### src/rtl/sd_block_writer.sv
// sd_block_writer
// ----------------
// Writes one (CMD24) or several contiguous (CMD25) 512-byte blocks to an SD
// card in SPI mode. SPI bytes are shifted by a shared byte engine: this
// block issues one byte at a time with a spi_start pulse and waits for the
// matching spi_done before issuing the next. Payload bytes come from an
// upstream valid/ready byte stream.
//
// Ports
//   clk, rst          system clock, synchronous active-high reset
//   spi_div           constant SPI clock divider for the engine
//   spi_start         one-cycle pulse, shift spi_mosi
//   spi_mosi          byte to shift, held from spi_start until spi_done
//   spi_busy          engine is shifting
//   spi_done          one-cycle pulse, byte complete, spi_miso valid
//   spi_miso          byte received from the card
//   sd_cs_n           card chip select, active low
//   start             begin a transfer (only honoured while idle)
//   multi             0: single block, 1: multi block (latched at start)
//   lba_start         first block address (latched at start)
//   blocks            block count for multi, 0 means 1 (latched at start)
//   din_valid         upstream payload byte available
//   din_byte          upstream payload byte
//   din_ready         one-cycle pulse, din_byte consumed
//   block_done        pulse once a block is accepted and the card is idle
//   all_done          pulse at successful end of the transfer
//   error             sticky failure flag, cleared by the next start
//   err_code          1 R1 bad, 2 R1 timeout, 3 data rejected, 4 busy timeout
module sd_block_writer #(
    parameter logic [15:0] DATA_DIV   = 16'd4,
    parameter logic [23:0] WAIT_BYTES = 24'd800000
) (
    input  logic        clk,
    input  logic        rst,
    output logic [15:0] spi_div,
    output logic        spi_start,
    output logic [7:0]  spi_mosi,
    input  logic        spi_busy,
    input  logic        spi_done,
    input  logic [7:0]  spi_miso,
    output logic        sd_cs_n,
    input  logic        start,
    input  logic        multi,
    input  logic [31:0] lba_start,
    input  logic [31:0] blocks,
    input  logic        din_valid,
    input  logic [7:0]  din_byte,
    output logic        din_ready,
    output logic        block_done,
    output logic        all_done,
    output logic        error,
    output logic [2:0]  err_code
);

    typedef enum logic [3:0] {
        W_IDLE      = 4'd0,
        W_CMD_SEND  = 4'd1,
        W_CMD_R1    = 4'd2,
        W_GAP       = 4'd3,
        W_TOKEN     = 4'd4,
        W_DATA      = 4'd5,
        W_CRC       = 4'd6,
        W_DRESP     = 4'd7,
        W_BUSY      = 4'd8,
        W_BLK_DONE  = 4'd9,
        W_STOP_TOK  = 4'd10,
        W_STOP_BUSY = 4'd11,
        W_ERR       = 4'd12
    } state_t;

    localparam logic [2:0] ERR_R1_BAD  = 3'd1;
    localparam logic [2:0] ERR_R1_TO   = 3'd2;
    localparam logic [2:0] ERR_DRESP   = 3'd3;
    localparam logic [2:0] ERR_BUSY_TO = 3'd4;

    // Six-byte command frame: opcode, 32-bit address MSB first, dummy CRC.
    function automatic logic [7:0] cmd_byte(input logic [2:0] idx,
                                            input logic       is_multi,
                                            input logic [31:0] addr);
        case (idx)
            3'd0:    cmd_byte = is_multi ? 8'h59 : 8'h58;
            3'd1:    cmd_byte = addr[31:24];
            3'd2:    cmd_byte = addr[23:16];
            3'd3:    cmd_byte = addr[15:8];
            3'd4:    cmd_byte = addr[7:0];
            default: cmd_byte = 8'hFF;
        endcase
    endfunction

    state_t       state_r, state_nx;
    logic [2:0]   phase_r, phase_nx;
    logic [8:0]   bcnt_r, bcnt_nx;
    logic [23:0]  timeout_r, timeout_nx;
    logic [31:0]  lba_r, lba_nx;
    logic [31:0]  blocks_left_r, blocks_left_nx;
    logic         multi_r, multi_nx;
    logic         pending_r, pending_nx;
    logic         spi_start_r, spi_start_nx;
    logic [7:0]   spi_mosi_r, spi_mosi_nx;
    logic         cs_n_r, cs_n_nx;
    logic         din_ready_r, din_ready_nx;
    logic         block_done_r, block_done_nx;
    logic         all_done_r, all_done_nx;
    logic         error_r, error_nx;
    logic [2:0]   err_code_r, err_code_nx;

    logic         can_issue_s;
    logic         byte_done_s;
    logic         want_s;
    logic [7:0]   want_byte_s;
    logic         raise_err_s;
    logic [2:0]   err_sel_s;

    // pending_r covers the gap between our spi_start and the engine raising
    // spi_busy, so a second byte can never be issued before the first done.
    assign can_issue_s = !pending_r && !spi_busy && !spi_done;
    assign byte_done_s = pending_r && spi_done;

    assign spi_div    = DATA_DIV;
    assign spi_start  = spi_start_r;
    assign spi_mosi   = spi_mosi_r;
    assign sd_cs_n    = cs_n_r;
    assign din_ready  = din_ready_r;
    assign block_done = block_done_r;
    assign all_done   = all_done_r;
    assign error      = error_r;
    assign err_code   = err_code_r;

    // State, counters and all outputs are registered; reset returns to idle with CS high.
    always_ff @(posedge clk) begin
        if (rst) begin
            state_r       <= W_IDLE;
            phase_r       <= 3'd0;
            bcnt_r        <= 9'd0;
            timeout_r     <= 24'd0;
            lba_r         <= 32'd0;
            blocks_left_r <= 32'd0;
            multi_r       <= 1'b0;
            pending_r     <= 1'b0;
            spi_start_r   <= 1'b0;
            spi_mosi_r    <= 8'hFF;
            cs_n_r        <= 1'b1;
            din_ready_r   <= 1'b0;
            block_done_r  <= 1'b0;
            all_done_r    <= 1'b0;
            error_r       <= 1'b0;
            err_code_r    <= 3'd0;
        end else begin
            state_r       <= state_nx;
            phase_r       <= phase_nx;
            bcnt_r        <= bcnt_nx;
            timeout_r     <= timeout_nx;
            lba_r         <= lba_nx;
            blocks_left_r <= blocks_left_nx;
            multi_r       <= multi_nx;
            pending_r     <= pending_nx;
            spi_start_r   <= spi_start_nx;
            spi_mosi_r    <= spi_mosi_nx;
            cs_n_r        <= cs_n_nx;
            din_ready_r   <= din_ready_nx;
            block_done_r  <= block_done_nx;
            all_done_r    <= all_done_nx;
            error_r       <= error_nx;
            err_code_r    <= err_code_nx;
        end
    end

    // Next-state logic: each state names the byte it wants to send (want_s)
    // and reacts to the completion of its previous byte (byte_done_s).
    always_comb begin
        state_nx       = state_r;
        phase_nx       = phase_r;
        bcnt_nx        = bcnt_r;
        timeout_nx     = timeout_r;
        lba_nx         = lba_r;
        blocks_left_nx = blocks_left_r;
        multi_nx       = multi_r;
        pending_nx     = byte_done_s ? 1'b0 : pending_r;
        spi_start_nx   = 1'b0;
        spi_mosi_nx    = spi_mosi_r;
        cs_n_nx        = cs_n_r;
        din_ready_nx   = 1'b0;
        block_done_nx  = 1'b0;
        all_done_nx    = 1'b0;
        error_nx       = error_r;
        err_code_nx    = err_code_r;
        want_s         = 1'b0;
        want_byte_s    = 8'hFF;
        raise_err_s    = 1'b0;
        err_sel_s      = 3'd0;

        case (state_r)
            W_IDLE: begin
                cs_n_nx     = 1'b1;
                spi_mosi_nx = 8'hFF;
                if (start) begin
                    cs_n_nx        = 1'b0;
                    multi_nx       = multi;
                    lba_nx         = lba_start;
                    blocks_left_nx = (blocks == 32'd0) ? 32'd1 : blocks;
                    error_nx       = 1'b0;
                    err_code_nx    = 3'd0;
                    phase_nx       = 3'd0;
                    bcnt_nx        = 9'd0;
                    state_nx       = W_CMD_SEND;
                end else begin
                    state_nx = W_IDLE;
                end
            end

            W_CMD_SEND: begin
                want_s      = 1'b1;
                want_byte_s = cmd_byte(phase_r, multi_r, lba_r);
                if (byte_done_s) begin
                    if (phase_r == 3'd5) begin
                        phase_nx   = 3'd0;
                        timeout_nx = WAIT_BYTES;
                        state_nx   = W_CMD_R1;
                    end else begin
                        phase_nx = phase_r + 3'd1;
                    end
                end else begin
                    state_nx = W_CMD_SEND;
                end
            end

            W_CMD_R1: begin
                want_s = 1'b1;
                if (byte_done_s) begin
                    if (spi_miso == 8'h00) begin
                        state_nx = W_GAP;
                    end else if (spi_miso != 8'hFF) begin
                        raise_err_s = 1'b1;
                        err_sel_s   = ERR_R1_BAD;
                    end else if (timeout_r <= 24'd1) begin
                        raise_err_s = 1'b1;
                        err_sel_s   = ERR_R1_TO;
                    end else begin
                        timeout_nx = timeout_r - 24'd1;
                    end
                end else begin
                    state_nx = W_CMD_R1;
                end
            end

            W_GAP: begin
                want_s = 1'b1;
                if (byte_done_s) begin
                    state_nx = W_TOKEN;
                end else begin
                    state_nx = W_GAP;
                end
            end

            W_TOKEN: begin
                want_s      = 1'b1;
                want_byte_s = multi_r ? 8'hFC : 8'hFE;
                if (byte_done_s) begin
                    bcnt_nx  = 9'd0;
                    state_nx = W_DATA;
                end else begin
                    state_nx = W_TOKEN;
                end
            end

            W_DATA: begin
                // With no upstream byte nothing is issued; the SPI clock idles.
                want_s      = din_valid;
                want_byte_s = din_byte;
                if (byte_done_s) begin
                    if (bcnt_r == 9'd511) begin
                        bcnt_nx  = 9'd0;
                        phase_nx = 3'd0;
                        state_nx = W_CRC;
                    end else begin
                        bcnt_nx = bcnt_r + 9'd1;
                    end
                end else begin
                    state_nx = W_DATA;
                end
            end

            W_CRC: begin
                want_s = 1'b1;
                if (byte_done_s) begin
                    if (phase_r == 3'd1) begin
                        phase_nx   = 3'd0;
                        timeout_nx = WAIT_BYTES;
                        state_nx   = W_DRESP;
                    end else begin
                        phase_nx = phase_r + 3'd1;
                    end
                end else begin
                    state_nx = W_CRC;
                end
            end

            W_DRESP: begin
                want_s = 1'b1;
                if (byte_done_s) begin
                    if (spi_miso != 8'hFF) begin
                        if (spi_miso[4:0] == 5'h05) begin
                            timeout_nx = WAIT_BYTES;
                            state_nx   = W_BUSY;
                        end else begin
                            raise_err_s = 1'b1;
                            err_sel_s   = ERR_DRESP;
                        end
                    end else if (timeout_r <= 24'd1) begin
                        raise_err_s = 1'b1;
                        err_sel_s   = ERR_BUSY_TO;
                    end else begin
                        timeout_nx = timeout_r - 24'd1;
                    end
                end else begin
                    state_nx = W_DRESP;
                end
            end

            W_BUSY: begin
                want_s = 1'b1;
                if (byte_done_s) begin
                    if (spi_miso != 8'h00) begin
                        block_done_nx = 1'b1;
                        state_nx      = W_BLK_DONE;
                    end else if (timeout_r <= 24'd1) begin
                        raise_err_s = 1'b1;
                        err_sel_s   = ERR_BUSY_TO;
                    end else begin
                        timeout_nx = timeout_r - 24'd1;
                    end
                end else begin
                    state_nx = W_BUSY;
                end
            end

            W_BLK_DONE: begin
                if (!multi_r) begin
                    cs_n_nx     = 1'b1;
                    all_done_nx = 1'b1;
                    state_nx    = W_IDLE;
                end else if (blocks_left_r == 32'd1) begin
                    phase_nx = 3'd0;
                    state_nx = W_STOP_TOK;
                end else begin
                    lba_nx         = lba_r + 32'd1;
                    blocks_left_nx = blocks_left_r - 32'd1;
                    state_nx       = W_GAP;
                end
            end

            W_STOP_TOK: begin
                // Stop token followed by one stuff byte before polling busy.
                want_s      = 1'b1;
                want_byte_s = (phase_r == 3'd0) ? 8'hFD : 8'hFF;
                if (byte_done_s) begin
                    if (phase_r == 3'd1) begin
                        phase_nx   = 3'd0;
                        timeout_nx = WAIT_BYTES;
                        state_nx   = W_STOP_BUSY;
                    end else begin
                        phase_nx = phase_r + 3'd1;
                    end
                end else begin
                    state_nx = W_STOP_TOK;
                end
            end

            W_STOP_BUSY: begin
                want_s = 1'b1;
                if (byte_done_s) begin
                    if (spi_miso != 8'h00) begin
                        cs_n_nx     = 1'b1;
                        all_done_nx = 1'b1;
                        state_nx    = W_IDLE;
                    end else if (timeout_r <= 24'd1) begin
                        raise_err_s = 1'b1;
                        err_sel_s   = ERR_BUSY_TO;
                    end else begin
                        timeout_nx = timeout_r - 24'd1;
                    end
                end else begin
                    state_nx = W_STOP_BUSY;
                end
            end

            W_ERR: begin
                cs_n_nx     = 1'b1;
                spi_mosi_nx = 8'hFF;
                state_nx    = W_IDLE;
            end

            default: begin
                cs_n_nx     = 1'b1;
                spi_mosi_nx = 8'hFF;
                state_nx    = W_IDLE;
            end
        endcase

        // Issue the requested byte once the engine is free; payload bytes
        // are acknowledged upstream in the same cycle they are issued.
        if (want_s && can_issue_s) begin
            spi_start_nx = 1'b1;
            spi_mosi_nx  = want_byte_s;
            pending_nx   = 1'b1;
            din_ready_nx = (state_r == W_DATA);
        end else begin
            spi_start_nx = 1'b0;
            din_ready_nx = 1'b0;
        end

        if (raise_err_s) begin
            error_nx    = 1'b1;
            err_code_nx = err_sel_s;
            state_nx    = W_ERR;
        end else begin
            error_nx    = error_nx;
            err_code_nx = err_code_nx;
        end
    end

endmodule

### config.mk
export PLATFORM = sky130hd
export DESIGN_NAME = sd_block_writer
export DESIGN_NICKNAME = d
export VERILOG_FILES = /design/src/rtl/sd_block_writer.sv
export SDC_FILE = /design/constraint.sdc
export NUM_CORES = 1
export LEC_CHECK = 0
export ABC_AREA = 1
export ABC_CLOCK_PERIOD_IN_PS = 2400
export CELL_PAD_IN_SITES_DETAIL_PLACEMENT = 1
export CELL_PAD_IN_SITES_GLOBAL_PLACEMENT = 2
export CORE_UTILIZATION = 28
export CTS_CLUSTER_DIAMETER = 50
export DETAILED_ROUTE_END_ITERATION = 8
export PLACE_DENSITY = 0.75
export SETUP_SLACK_MARGIN = 0.5
export SLEW_MARGIN = 10
export SYNTH_ARGS = -nofsm -noshare
export SYNTH_HDL_FRONTEND = slang
export SYNTH_SLANG_ARGS = --single-unit
### constraint.sdc
create_clock -name clk -period 2.4 [get_ports clk]
set_clock_uncertainty 0.1 [all_clocks]
set_input_delay 0.48 -clock clk [delete_from_list [all_inputs] [get_ports clk]]
set_output_delay 0.48 -clock clk [all_outputs]
set_load 0.03 [all_outputs]
* After elaboration in Yosys (flattened, before gate mapping) *
Cells that the tools add are included.
Widths: inputs -> output; s select.

word-level totals
  register bits = 123
  input port bits = 87
  output and inout bits = 33
  word-level logic and storage cells = 230

cells by class
  add/subtract/negate cells = 5
  order comparisons = 1
  equal/unequal tests = 60
  mux-type cells = 108
  bitwise operators = 3
  reduce and logical (&&, ||, !) cells = 36

operators with widths
  kind                   count
  $mux 24                13
  $mux 32                7
  $pmux 32 s2            2
  $pmux 24 s5            1
  $mux 4                 20
  $mux 3                 17
  $pmux 4 s12            1
  $pmux 8 s5             1
  $mux 9                 4
  $ne 4x4->1 const B     9
  $ne 2x2->1 const B     17
  $add 32x1->32 const B  1
  $eq 32x1->1 const B    1
  $logic_not 32->1       1
  $pmux 8 s4             1
  $sub 32x1->32 const B  1
  $ne 3x3->1 const B     10
  $pmux 9 s3             1
  $mux 1                 25
  $le 24x1->1 const B    1
  $sub 24x1->24 const B  1
  $reduce_and 9->1       2
  $reduce_or 9->1        2
  $eq 4x3->1 const B     4
  other kinds (35)       70

* Logic depth before layout (Yosys ltp) *
Gate-level depths: netlist of the first run.

  word-level depth = 8
  gate-level depth with buffers = 16
  depth with buffers taken out = 14

* Worst setup path before layout of the first run *
Ideal clock, no wire load.

  kind = register to register
  from = register bcnt_r[0]
  to = register state_r[1]
  setup time = 0.116 ns
  arrival = 1.691 ns
  data required time = 2.184 ns
  path slack = 0.493 ns
  stages on the path, launching flop included = 14
  period minus slack after synthesis = 1.907 ns
  cell sequence = dfxtp_1 -> ha_1 -> nand3_1 -> nor3_1 -> ha_1 -> inv_1 -> nand2_1 -> nand2_1 -> a21oi_1 -> nand3b_1 -> nand2_1 -> nand3_1 -> o21ai_0 -> nor2_1

between the ends
  word-level cells in the longest chain between the ends = 3

RTL lines
  item                        line  RTL
  start, declared             92    logic [8:0] bcnt_r, bcnt_nx;
  start signal, assigned      151   bcnt_r <= bcnt_nx;
  $eq 9x9->1                  271   if (bcnt_r == 9'd511) begin
  $ne 3x3->1 (no line)        n/a
  $reduce_and 9->1 (no line)  n/a
  end signal, assigned        149   state_r <= state_nx;
  end, declared               90    state_t state_r, state_nx;

Every way passes these cells.
A chain may end at the register's enable or synchronous reset.

* Worst setup path after layout of the first run *
  from = register state_r[3]
  to = register timeout_r[14]

between the ends
  word-level cells in the longest chain between the ends = 4

RTL lines
  item                                                       line  RTL
  $eq 4x4->1 / $eq 4x3->1 (equally long branches)            192   case (state_r)
  $reduce_or 2->1 (no line)                                  n/a
  $reduce_bool 5->1 (no line), or another cell as far along  n/a
  $reduce_and 12->1 (no line)                                n/a
  end signal, assigned                                       152   timeout_r <= timeout_nx;
  end, declared                                              93    logic [23:0] timeout_r, timeout_nx;

Several ways; a longest one is shown, not always the timed one.

==> out/metrics.csv, run 1 <==
stage;metric;value;unit
run_status;run status;finished, final reports clean;
min_path;Min-Delay Startpoint;rst;
setup_path;Max Fanout on Critical Path;10;
setup_path;family with the most delay on the worst path;simple AND/OR/NAND/NOR gates;
setup_path;worst r2r path cells;13;
synthesis;Seq/Total Area, Yosys;27.2;%
layout;fillers;4059;
route;WL/cell;17.8;microns
synthesis;Mapped Avg Cell Area;5.75;sq um
placement;Port Buf Inserts;103;
grt;global-route wire length before repair;63600;microns
clocking;Clk pin slew, worst setup/hold paths;70;ps
floorplanning;num rows;65;
placement;Placement Cell Area;0.0109;sq mm
route;Pre-antenna DRT Iters;4;
pwr;PwrDens;663;mW/mm^2
setup_path;kind of critical path;reg2reg;
synthesis;Post-Synth Adder-Cell Area;1.11;%
synthesis;mux share of post-synthesis cell area;0;%
timing;Worst slew margin;48.9;%
synthesis;ys async rst share;0;%
route;via count;11156;
synthesis;Yosys cell types;46;
synthesis;Synth Area in Simple Gates;43.0;%
synthesis;Synth Cell Area;0.00905;sq mm
clocking;clk sinks;123;
route;Antenna Nets Post-Route;0;
timing;tightest hold margin;181;ps
timing;max-slew violations;0;
setup_path;crit path launch type;flip-flop;
synthesis;biggest area consumer among synthesized cells;dfxtp_1;
layout;area occupied by multi-input gates;0.00663;sq mm
setup_path;Critical Path Stages;13;
layout;FF+latch area;0.00251;sq mm
floorplanning;die area;0.0330;sq mm
synthesis;prevailing post-synth register cell;dfxtp_1;
synthesis;Compound-Gate Fraction of Synth Area;15.2;%
clocking;clk_lat worst skew;440;ps
timing;FMAX;469;MHz
setup_path;r2r endpoint;timeout_r[14]$_SDFFE_PP0P_;
grt;largest net degree at the start of global routing;52;
min_path;Hold EP;err_code[1]$_SDFFE_PP0P_;
layout;final net count;1902;
grt;vias in the first global route;11787;
synthesis;Area contributors post-synth;dfxtp_1, nand2_1, nor2_1;
setup_path;crit-path cells;buf_12 > nor2_4 > nand2_2 > nand2_4 > nor2_1 > nor2_1 > nand2_1 > nor2_4 > buf_6 > buf_12 > nand2_1 > xor2_1 > nor2_1;
synthesis;#FFs+latches synth;123;
min_path;WHS Path Cells;2;
setup_path;CP peak stage delay;410;ps
min_path;Hold WC Path Type;in2reg;
route;drt drc;0;
route;routed vias/inst;5.02;
setup_path;Worst EP arrival;2350;ps
layout;post-route cell area;0.0139;sq mm
run;Max-Cap Viols;0;
timing;final hold viol count;0;
setup_path;Worst R2R Start;state_r[3]$_SDFFE_PP0P_;
timing;fin crit share;88.8;%
clocking;CTS Root Cell;clkbuf_16;
timing;RSZ-0062 raised after global routing;true;
floorplanning;Initial Utilization;28.6;%
floorplanning;core area;0.0316;sq mm
grt;total global-route track usage;24.5;%
clocking;H-tree depth;4;
synthesis;Syn Inst Count;1574;
floorplanning;DIE HEIGHT;182;microns
route;Starting DRT DRC Count;449;
floorplanning;total I/O pin count;120;
route;final wirelength;39500;microns
layout;fin util;43.9;%
layout;layout cells sized above 1;26.4;%
synthesis;Ys Warns;0;
clocking;CTS tree;built;
clocking;CTS max path bufs;2;
clocking;Num CTS Buffers;17;
layout;Antenna diodes;0;
synthesis;post-synthesis xor/xnor area fraction;1.84;%
setup_path;CP dominant cell by count;nor2_1;
layout;most frequent cells in the layout;nand2_1, nor2_1, inv_1;
timing;setup TNS;0;ps
layout;Area Overhead vs Synth;53.5;%
setup_path;critical path's slowest cell;dfxtp_4;
setup_path;CP Capture Type;flip-flop;
pwr;Static Leak;6.03;nW
synthesis;largest family of logic cells by synthesized area;simple AND/OR/NAND/NOR gates;
timing;final setup violation count;0;
setup_path;Worst Path Required;2620;ps
setup_path;R2R Setup Slk;270;ps
timing;min Tclk post-route;2130;ps
grt;initial antenna violation count;0;
placement;dpl hpwl;26400;microns
setup_path;worst path bufs/invs;3;
synthesis;Post-synth EDFFs;0;
pwr;IR drop worst, VDD;491;uV
floorplanning;chip width;182;microns
timing;Worst Max-Slew Pin Slew;767;ps
layout;most common library cell in the layout ignoring fill and taps;nand2_1;
grt;total grt overflow;0;
placement;RePlAce Congestion;0.888;
synthesis;post-synth top area share;27.2;%
clocking;# hold bufs at CTS;0;
Yosys cell counts, types with 13 or more instances:
library cell,instances
a21oi_1,108
buf_2,20
buf_4,23
clkbuf_1,19
dfxtp_1,123
inv_1,170
nand2_1,424
nand2_2,13
nand3_1,120
nand4_1,29
nor2_1,258
nor3_1,44
o21ai_0,103
o22ai_1,13
xor2_1,16
metal layers:
metal / wire length, microns / share of wire [%] / track usage (%)
met3: 1080 / 2.7 / 3.75
met1: 18100 / 46 / 30.8
met4: 659 / 1.7 / 7.29
met5: 0 / 0 / 0
met2: 19600 / 50 / 43.1
flip-flops by register name, summed over array words and instances, names as in the netlist:
register and cells:
din_ready 1, spi_mosi 8, bcnt_r 9, error 1, sd_cs_n 1, phase_r 3, multi_r 1, lba_r 32
state_r 4, all_done 1, timeout_r 24, err_code 3, pending_r 1, spi_start 1, blocks_left_r 32, block_done 1
cells by family after synthesis:
kind of cell / after synthesis
AND/OR/NAND/NOR: 920
AO/OA/AOI/OAI: 256
adder cells (fa/ha/maj): 8
other: 2
XOR/XNOR: 19
buffers and inverters: 246
flip-flops: 123
repair_timing:
item,4_1_cts,5_1_grt
cloned,20,0
setup buffers,58,17
endpoints found under the setup margin,135,135
resized for setup,314,105
pin swaps,55,27
stage by stage:
| step | instances | setup WS [ps] | total power, mW |
|---|---|---|---|
| 5_1_grt | 2222 | 178 | 9.80 |
| 6_report | 2222 | 268 | 9.21 |
| 3_5_place_dp | 2095 | -190 | 5.46 |
| 3_3_place_gp | 2095 | -109 | 5.42 |
| 4_1_cts | 2205 | 323 | 9.11 |
| 2_1_floorplan | 1588 | 493 | 4.38 |
worst max-delay path by stage:
| stage | from | end |
|---|---|---|
| floorplan | bcnt_r[0]$_SDFFE_PP0P_ | state_r[1]$_SDFFE_PP0P_ |
| global placement | spi_miso[4] | timeout_r[18]$_SDFFE_PP0P_ |
| detailed placement | spi_miso[4] | timeout_r[18]$_SDFFE_PP0P_ |
| CTS | spi_mosi[7]$_SDFFE_PP1P_ | spi_mosi[7] |
| global route | state_r[3]$_SDFFE_PP0P_ | timeout_r[18]$_SDFFE_PP0P_ |
| finish | state_r[3]$_SDFFE_PP0P_ | timeout_r[14]$_SDFFE_PP0P_ |
where the power goes:
group | internal, mW | switching, mW
clock network | 1.45 | 1.15
logic | 1.67 | 2.42
registers | 2.25 | 0.266
layout make-up:
type | count | share of cell area, %
repair buffers | 264 | 21.5
well taps | 402 | 3.62
clock buffers | 18 | 3.09
flip-flops and latches | 123 | 18.1
inverters | 180 | 5.10
multi-input cells | 1221 | 47.7
clock inverters | 14 | 0.982
worst register-to-register path: stages (launching register included):
cell	delay, ps
dfxtp_4	410
buf_12	150
nor2_4	190
nand2_2	110
nand2_4	100
nor2_1	40
nor2_1	100
nand2_1	100
nor2_4	170
buf_6	130
buf_12	110
nand2_1	60
xor2_1	160
nor2_1	70
Note: power is estimated with default switching activity, not from simulation.
==> run 2: changes to the inputs <==
Settings changed: ABC_AREA 1 to not set, PLACE_DENSITY 0.75 to 0.69.
==> run 2 against run 1 <==
Effect of this change:
- the flow now finishes with violations (setup timing)
- synthesized cell count decreased by 31%
- global-route usage rose by 0.69 points
- total power fell by 33%
- critical path type unchanged
- largest power group is now clock
==> out/metrics.csv, run 2 <==
stage;metric;value;unit;change
run_status;failing checks;setup timing;;
min_path;WHS Path Cells;2;;unchanged
route;via count;9934;;was 11.2k
pwr;Static Leak;5.01;nW;was 6.03 nW
setup_path;Critical Path Start;blocks_left_r[12]$_SDFFE_PP0P_;;was state_r[3]$_SDFFE_PP0P_
layout;fin util;48.3;%;was 43.9%
synthesis;#FFs+latches synth;123;;unchanged
timing;worst setup margin;-63.5;ps;was 268 ps
floorplanning;DIE HEIGHT;172;microns;was 182 microns
synthesis;Synth top cells by count;nand2_1, dfxtp_1, a21oi_1, nor2_1, o21ai_0;;was nand2_1, nor2_1, inv_1, dfxtp_1, nand3_1
floorplanning;core area;0.0280;sq mm;was 0.0316 sq mm
route;WL/cell;20.5;microns;was 17.8 microns
floorplanning;total I/O pin count;120;;unchanged
min_path;Hold WC Path Type;reg2reg;;was in2reg
route;final wirelength;37000;microns;was 39,500 microns
clocking;clk_lat worst skew;440;ps;about the same
placement;dpl hpwl;25800;microns;was 26,400 microns
layout;Area Overhead vs Synth;67.9;%;was 53.5%
timing;setup TNS;-396;ps;was 0 ps
layout;layout cells sized above 1;40.7;%;was 26.4%
grt;total global-route track usage;25.2;%;was 24.5%
setup_path;kind of critical path;reg2reg;;unchanged
placement;Placement Cell Area;0.0112;sq mm;was 0.0109 sq mm
min_path;Min-Delay Startpoint;timeout_r[11]$_SDFFE_PP0P_;;was rst
grt;vias in the first global route;10341;;was 11.8k
synthesis;biggest area consumer among synthesized cells;dfxtp_1;;unchanged
synthesis;ys async rst share;0;%;unchanged
layout;Antenna diodes;0;;unchanged
setup_path;worst r2r path cells;7;;was 13
timing;final hold viol count;0;;unchanged
synthesis;Area contributors post-synth;dfxtp_1, a21oi_1, nand2_1;;was dfxtp_1, nand2_1, nor2_1
placement;placed insts;1696;;was 2,095
layout;final net count;1508;;was 1,902
grt;initial antenna violation count;0;;unchanged
grt;largest net degree at the start of global routing;42;;was 52
timing;RSZ-0062 raised after global routing;true;;unchanged
floorplanning;die area;0.0295;sq mm;was 0.0330 sq mm
clocking;H-tree depth;4;;unchanged
clocking;CTS tree;built;;unchanged
route;Pre-antenna DRT Iters;5;;was 4
layout;top flop regs;blocks_left_r x32, lba_r x32, timeout_r x24;;unchanged
synthesis;Ys Warns;0;;unchanged
synthesis;Syn Inst Count;1090;;was 1,574
timing;Worst slew margin;65.2;%;was 48.9%
setup_path;Worst Path Required;2610;ps;was 2620 ps
clocking;CTS Root Cell;clkbuf_16;;unchanged
pwr;IR drop worst, VDD;466;uV;was 491 uV
placement;RePlAce Congestion;0.843;;was 0.888
synthesis;most common cell in the synthesized netlist;nand2_1;;unchanged
clocking;Clk pin slew, worst setup/hold paths;60;ps;was 70 ps
floorplanning;num rows;61;;was 65
timing;fin crit share;103;%;was 88.8%
timing;min Tclk post-route;2460;ps;was 2130 ps
run_status;run status;complete, but fails checks;;was finished, final reports clean
timing;final setup violation count;17;;was 0
grt;global-route wire length before repair;57500;microns;was 63,600 microns
clocking;Num CTS Buffers;17;;unchanged
floorplanning;Initial Utilization;28.8;%;was 28.6%
clocking;clk sinks;123;;unchanged
pwr;PwrDens;456;mW/mm^2;was 663 mW/mm^2
timing;FMAX;406;MHz;was 469 MHz
floorplanning;chip width;172;microns;was 182 microns
setup_path;Worst R2R Start;blocks_left_r[12]$_SDFFE_PP0P_;;was state_r[3]$_SDFFE_PP0P_
timing;tightest hold margin;367;ps;was 181 ps
layout;Non-Filler Instances;1804;;was 2,222
route;Starting DRT DRC Count;566;;was 449
synthesis;Mapped Avg Cell Area;7.39;sq um;was 5.75 sq um
placement;Port Buf Inserts;103;;unchanged
synthesis;Synth Cell Area;0.00806;sq mm;was 0.00905 sq mm
synthesis;post-synth top area share;30.6;%;was 27.2%
route;routed vias/inst;5.51;;was 5.02
layout;most common library cell in the layout ignoring fill and taps;buf_4;;was nand2_1
timing;max-slew violations;0;;unchanged
setup_path;Worst EP arrival;2680;ps;was 2350 ps
route;drt drc;0;;unchanged
setup_path;Max Fanout on Critical Path;6;;was 10
grt;total grt overflow;0;;unchanged
clocking;CTS max path bufs;2;;unchanged
synthesis;Seq/Total Area, Yosys;30.6;%;was 27.2%
layout;most frequent cells in the layout;buf_4, nand2_1, dfxtp_1;;was nand2_1, nor2_1, inv_1
setup_path;crit path launch type;flip-flop;;unchanged
route;Antenna Nets Post-Route;0;;unchanged
setup_path;CP Capture Type;flip-flop;;unchanged
pwr;power consumption;6.16;mW;was 9.21 mW
placement;DP Worst Slack;-854;ps;was -190 ps
layout;post-route cell area;0.0135;sq mm;was 0.0139 sq mm
synthesis;prevailing post-synth register cell;dfxtp_1;;unchanged
timing;Worst Max-Slew Pin Slew;518;ps;was 767 ps
synthesis;Post-synth EDFFs;0;;unchanged
run;Max-Cap Viols;0;;unchanged
synthesis;Yosys cell types;78;;was 46
[run 2: cell count changes after synthesis, sizes merged, moves of 15 or more]
cell / change
o32ai: +24
inv: -167
nand2: -309
o21ai: -39
and3: +16
clkbuf: +44
nor4: +21
nor2: -191
or4: +29
or3: +26
nor3: -15
nand3: -80
[run 2: final timing paths]
check / to / slack, ps
max reg2reg: blocks_left_r[29]$_SDFFE_PP0P_ / -60
min: timeout_r[11]$_SDFFE_PP0P_ / 370
max: blocks_left_r[29]$_SDFFE_PP0P_ / -60
min reg2reg: timeout_r[11]$_SDFFE_PP0P_ / 370
[run 2: logic make-up after synthesis]
logic type | share of synthesized area [%]
and+or+nand+nor | 30.2
AOI/OAI and AO/OA | 30.5
DFF | 30.6
buffers and inverters | 6.23
xor gates and xnor gates | 0.978
adders and majority gates | 1.24
other | 0.0932
muxes | 0.248
[run 2: cell type report]
cell class | instances | area, sq um
multi-input combinational | 871 | 6380
clock buffer | 20 | 437
clock inverter | 12 | 77.6
timing repair buffer | 387 | 3600
tap | 378 | 473
inverter | 13 | 56.3
sequential | 123 | 2500
fill | 3268 | 14500
[run 2: repair_timing]
action | CTS | global route
resized for setup | 261 | 111
pin swaps | 92 | 57
endpoints found under the setup margin | 135 | 118
gates cloned | 5 | 0
hold buffers | 0 | 0
buffers inserted | 57 | 14
[run 2: where the power goes]
group	total, mW	internal, mW	switching, mW	leakage, nW
sequential	2.22	2.13	0.0958	1.02
clock	2.40	1.31	1.09	0.245
combinational	1.54	0.756	0.786	3.75
[run 2: per-layer routing]
metal / track usage (%) / part of all wire [%]
met5: 0 / 0
met4: 6.64 / 1.6
met3: 3.34 / 2.9
met2: 46.0 / 52
met1: 30.8 / 43
[run 2: worst max-delay path, cell delays in order (launching register included)]
cell	delay [ps]
dfxtp_2	320
or4_4	570
nor4_4	300
buf_6	180
nand4_1	130
or4b_1	500
a32oi_1	190
nor2_1	60
==> run 3: changes to the inputs <==
Settings changed: TNS_END_PERCENT set to 1.
==> run 3 against run 2 <==
Effect of this change:
- the flow still finishes with violations (setup timing)
- total power decreased by 0.58%
- global-route usage decreased by 1.6 points
- sequential power barely moved
- worst hold slack got worse by 11 ps
- largest cell class unchanged
==> out/metrics.csv, run 3 (synthesis results as in run 2) <==
stage;metric;value;unit;change
min_path;Hold WC Path Type;reg2reg;;unchanged
floorplanning;DIE HEIGHT;172;microns;unchanged
pwr;switching part of the total;30.3;%;was 32.0%
timing;fin crit share;102;%;was 103%
layout;Area Overhead vs Synth;49.5;%;was 67.9%
setup_path;Worst EP arrival;2650;ps;was 2680 ps
run_status;run status;complete, but fails checks;;unchanged
timing;Worst slew margin;61.8;%;was 65.2%
layout;post-route cell area;0.0120;sq mm;was 0.0135 sq mm
run;Max-Cap Viols;0;;unchanged
min_path;Min-Delay Startpoint;error$_SDFFE_PP0P_;;was timeout_r[11]$_SDFFE_PP0P_
setup_path;R2R Setup Slk;-40;ps;was -60 ps
route;final wirelength;34600;microns;was 37,000 microns
route;routed vias/inst;5.54;;was 5.51
run_status;failing checks;setup timing;;unchanged
timing;final setup violation count;9;;was 17
pwr;clock power share;42.7;%;was 38.9%
clocking;H-tree depth;4;;unchanged
layout;layout cells sized above 1;27.4;%;was 40.7%
placement;RePlAce Congestion;0.845;;was 0.843
grt;total global-route track usage;23.6;%;was 25.2%
grt;vias in the first global route;9631;;was 10.3k
layout;most frequent cells in the layout;buf_4, nand2_1, dfxtp_1;;unchanged
floorplanning;chip width;172;microns;unchanged
timing;final hold viol count;0;;unchanged
floorplanning;core area;0.0280;sq mm;unchanged
clocking;clk sinks;123;;unchanged
layout;most common library cell in the layout ignoring fill and taps;buf_4;;unchanged
setup_path;Worst Path Required;2600;ps;was 2610 ps
layout;Antenna diodes;0;;unchanged
grt;global-route wire length before repair;54200;microns;was 57,500 microns
layout;final net count;1449;;was 1,508
min_path;Hold EP;error$_SDFFE_PP0P_;;was timeout_r[11]$_SDFFE_PP0P_
grt;total grt overflow;0;;unchanged
placement;dpl hpwl;25500;microns;was 25,800 microns
floorplanning;Initial Utilization;28.8;%;unchanged
floorplanning;die area;0.0295;sq mm;unchanged
setup_path;kind of critical path;reg2reg;;unchanged
floorplanning;total I/O pin count;120;;unchanged
clocking;# hold bufs at CTS;0;;unchanged
pwr;Seq pwr share;36.1;%;about the same
pwr;IR drop worst, VDD;443;uV;was 466 uV
layout;top flop regs;blocks_left_r x32, lba_r x32, timeout_r x24;;unchanged
setup_path;worst r2r path cells;7;;unchanged
timing;RSZ-0062 raised after global routing;true;;unchanged
route;WL/cell;19.8;microns;was 20.5 microns
grt;largest net degree at the start of global routing;79;;was 42
route;Starting DRT DRC Count;457;;was 566
clocking;CTS Root Cell;clkbuf_16;;unchanged
timing;worst setup margin;-43.8;ps;was -63.5 ps
floorplanning;num rows;61;;unchanged
clocking;clk_lat worst skew;440;ps;about the same
pwr;P_int;4.27;mW;was 4.19 mW
placement;Port Buf Inserts;103;;unchanged
placement;placed insts;1710;;was 1,696
pwr;power consumption;6.13;mW;was 6.16 mW
setup_path;Max Fanout on Critical Path;7;;was 6
pwr;Static Leak;4.48;nW;was 5.01 nW
route;Pre-antenna DRT Iters;5;;unchanged
timing;min Tclk post-route;2440;ps;was 2460 ps
setup_path;CP Capture Type;flip-flop;;unchanged
route;drt drc;0;;unchanged
clocking;Clk pin slew, worst setup/hold paths;60;ps;about the same
timing;max-slew violations;0;;unchanged
route;Antenna Nets Post-Route;0;;unchanged
layout;fin util;43.0;%;was 48.3%
timing;setup TNS;-204;ps;was -396 ps
pwr;Switching Power;1.85;mW;was 1.97 mW
placement;Placement Cell Area;0.0110;sq mm;was 0.0112 sq mm
setup_path;Worst R2R Start;blocks_left_r[9]$_SDFFE_PP0P_;;was blocks_left_r[12]$_SDFFE_PP0P_
timing;FMAX;409;MHz;was 406 MHz
route;via count;9667;;was 9,934
layout;Non-Filler Instances;1745;;was 1,804
clocking;CTS tree;built;;unchanged
pwr;PwrDens;509;mW/mm^2;was 456 mW/mm^2
timing;Worst Max-Slew Pin Slew;569;ps;was 518 ps
pwr;Logic pwr share;21.2;%;was 25.0%
layout;fillers;3370;;was 3,268
clocking;Num CTS Buffers;17;;unchanged
setup_path;r2r endpoint;blocks_left_r[29]$_SDFFE_PP0P_;;unchanged
grt;initial antenna violation count;0;;unchanged
clocking;CTS max path bufs;2;;unchanged
min_path;WHS Path Cells;2;;unchanged
setup_path;crit path launch type;flip-flop;;unchanged
run 3: cell type report:
cell class / count / area [sq um] / area share (%)
sequential: 123 / 2490 / 20.7
clock buffer: 19 / 433 / 3.59
tap: 378 / 473 / 3.93
multi-input combinational: 870 / 5590 / 46.4
timing repair buffer: 329 / 2870 / 23.8
clock inverter: 13 / 145 / 1.20
inverter: 13 / 48.8 / 0.405
run 3: timing repair:
| item | in CTS | in global routing |
|---|---|---|
| buffers inserted | 3 | 0 |
| pin swaps | 34 | 56 |
| endpoints found under the setup margin | 136 | 117 |
| gates resized for setup | 102 | 83 |
run 3: metal layers:
| layer | global-route usage, % | part of all wire, % | vias to the layer above |
|---|---|---|---|
| li1 | - | - | 4671 |
| met1 | 32.6 | 49 | 4777 |
| met2 | 38.7 | 47 | 184 |
| met3 | 2.83 | 3.1 | 35 |
| met4 | 5.43 | 1.3 | 0 |
| met5 | 0 | 0 | - |
run 3: metrics by stage:
step	hold WS [ps]	worst slack, ps
after floorplan	336	-196
after global placement	344	-649
after detailed placement	359	-696
after CTS	366	-92.7
after global routing	386	-179
final	356	-43.8
run 3: critical path: stages, from the launching register on:
cell	delay (ps)
dfxtp_1	310
or4_4	570
nor4_4	270
buf_6	180
nand4_1	120
or4b_1	520
a32oi_1	180
nor2_1	50
run 3: worst max-delay path by stage:
stage                     slack [ps]                          start                             end  cells after the start
final                            -40  blocks_left_r[9]$_SDFFE_PP0P_  blocks_left_r[29]$_SDFFE_PP0P_                      7
after floorplan                 -200     timeout_r[12]$_SDFFE_PP0P_      timeout_r[23]$_SDFFE_PP0P_                      6
after CTS                        -90     timeout_r[11]$_SDFFE_PP0P_        err_code[2]$_SDFFE_PP0P_                      8
after global placement          -650                    spi_miso[1]       timeout_r[9]$_SDFFE_PP0P_                      9
after global routing            -180      timeout_r[8]$_SDFFE_PP0P_      timeout_r[13]$_SDFFE_PP0P_                      7
after detailed placement        -700                    spi_miso[1]       timeout_r[9]$_SDFFE_PP0P_                      9
run 3: power groups by stage:
stage / Combinational, mW / Sequential, mW / Clock (mW)
floorplan: 0.554 / 2.25 / 0
global placement: 1.18 / 2.25 / 0
detailed placement: 1.19 / 2.25 / 0
CTS: 1.24 / 2.21 / 2.67
global route: 1.40 / 2.22 / 2.76
finish: 1.30 / 2.21 / 2.61
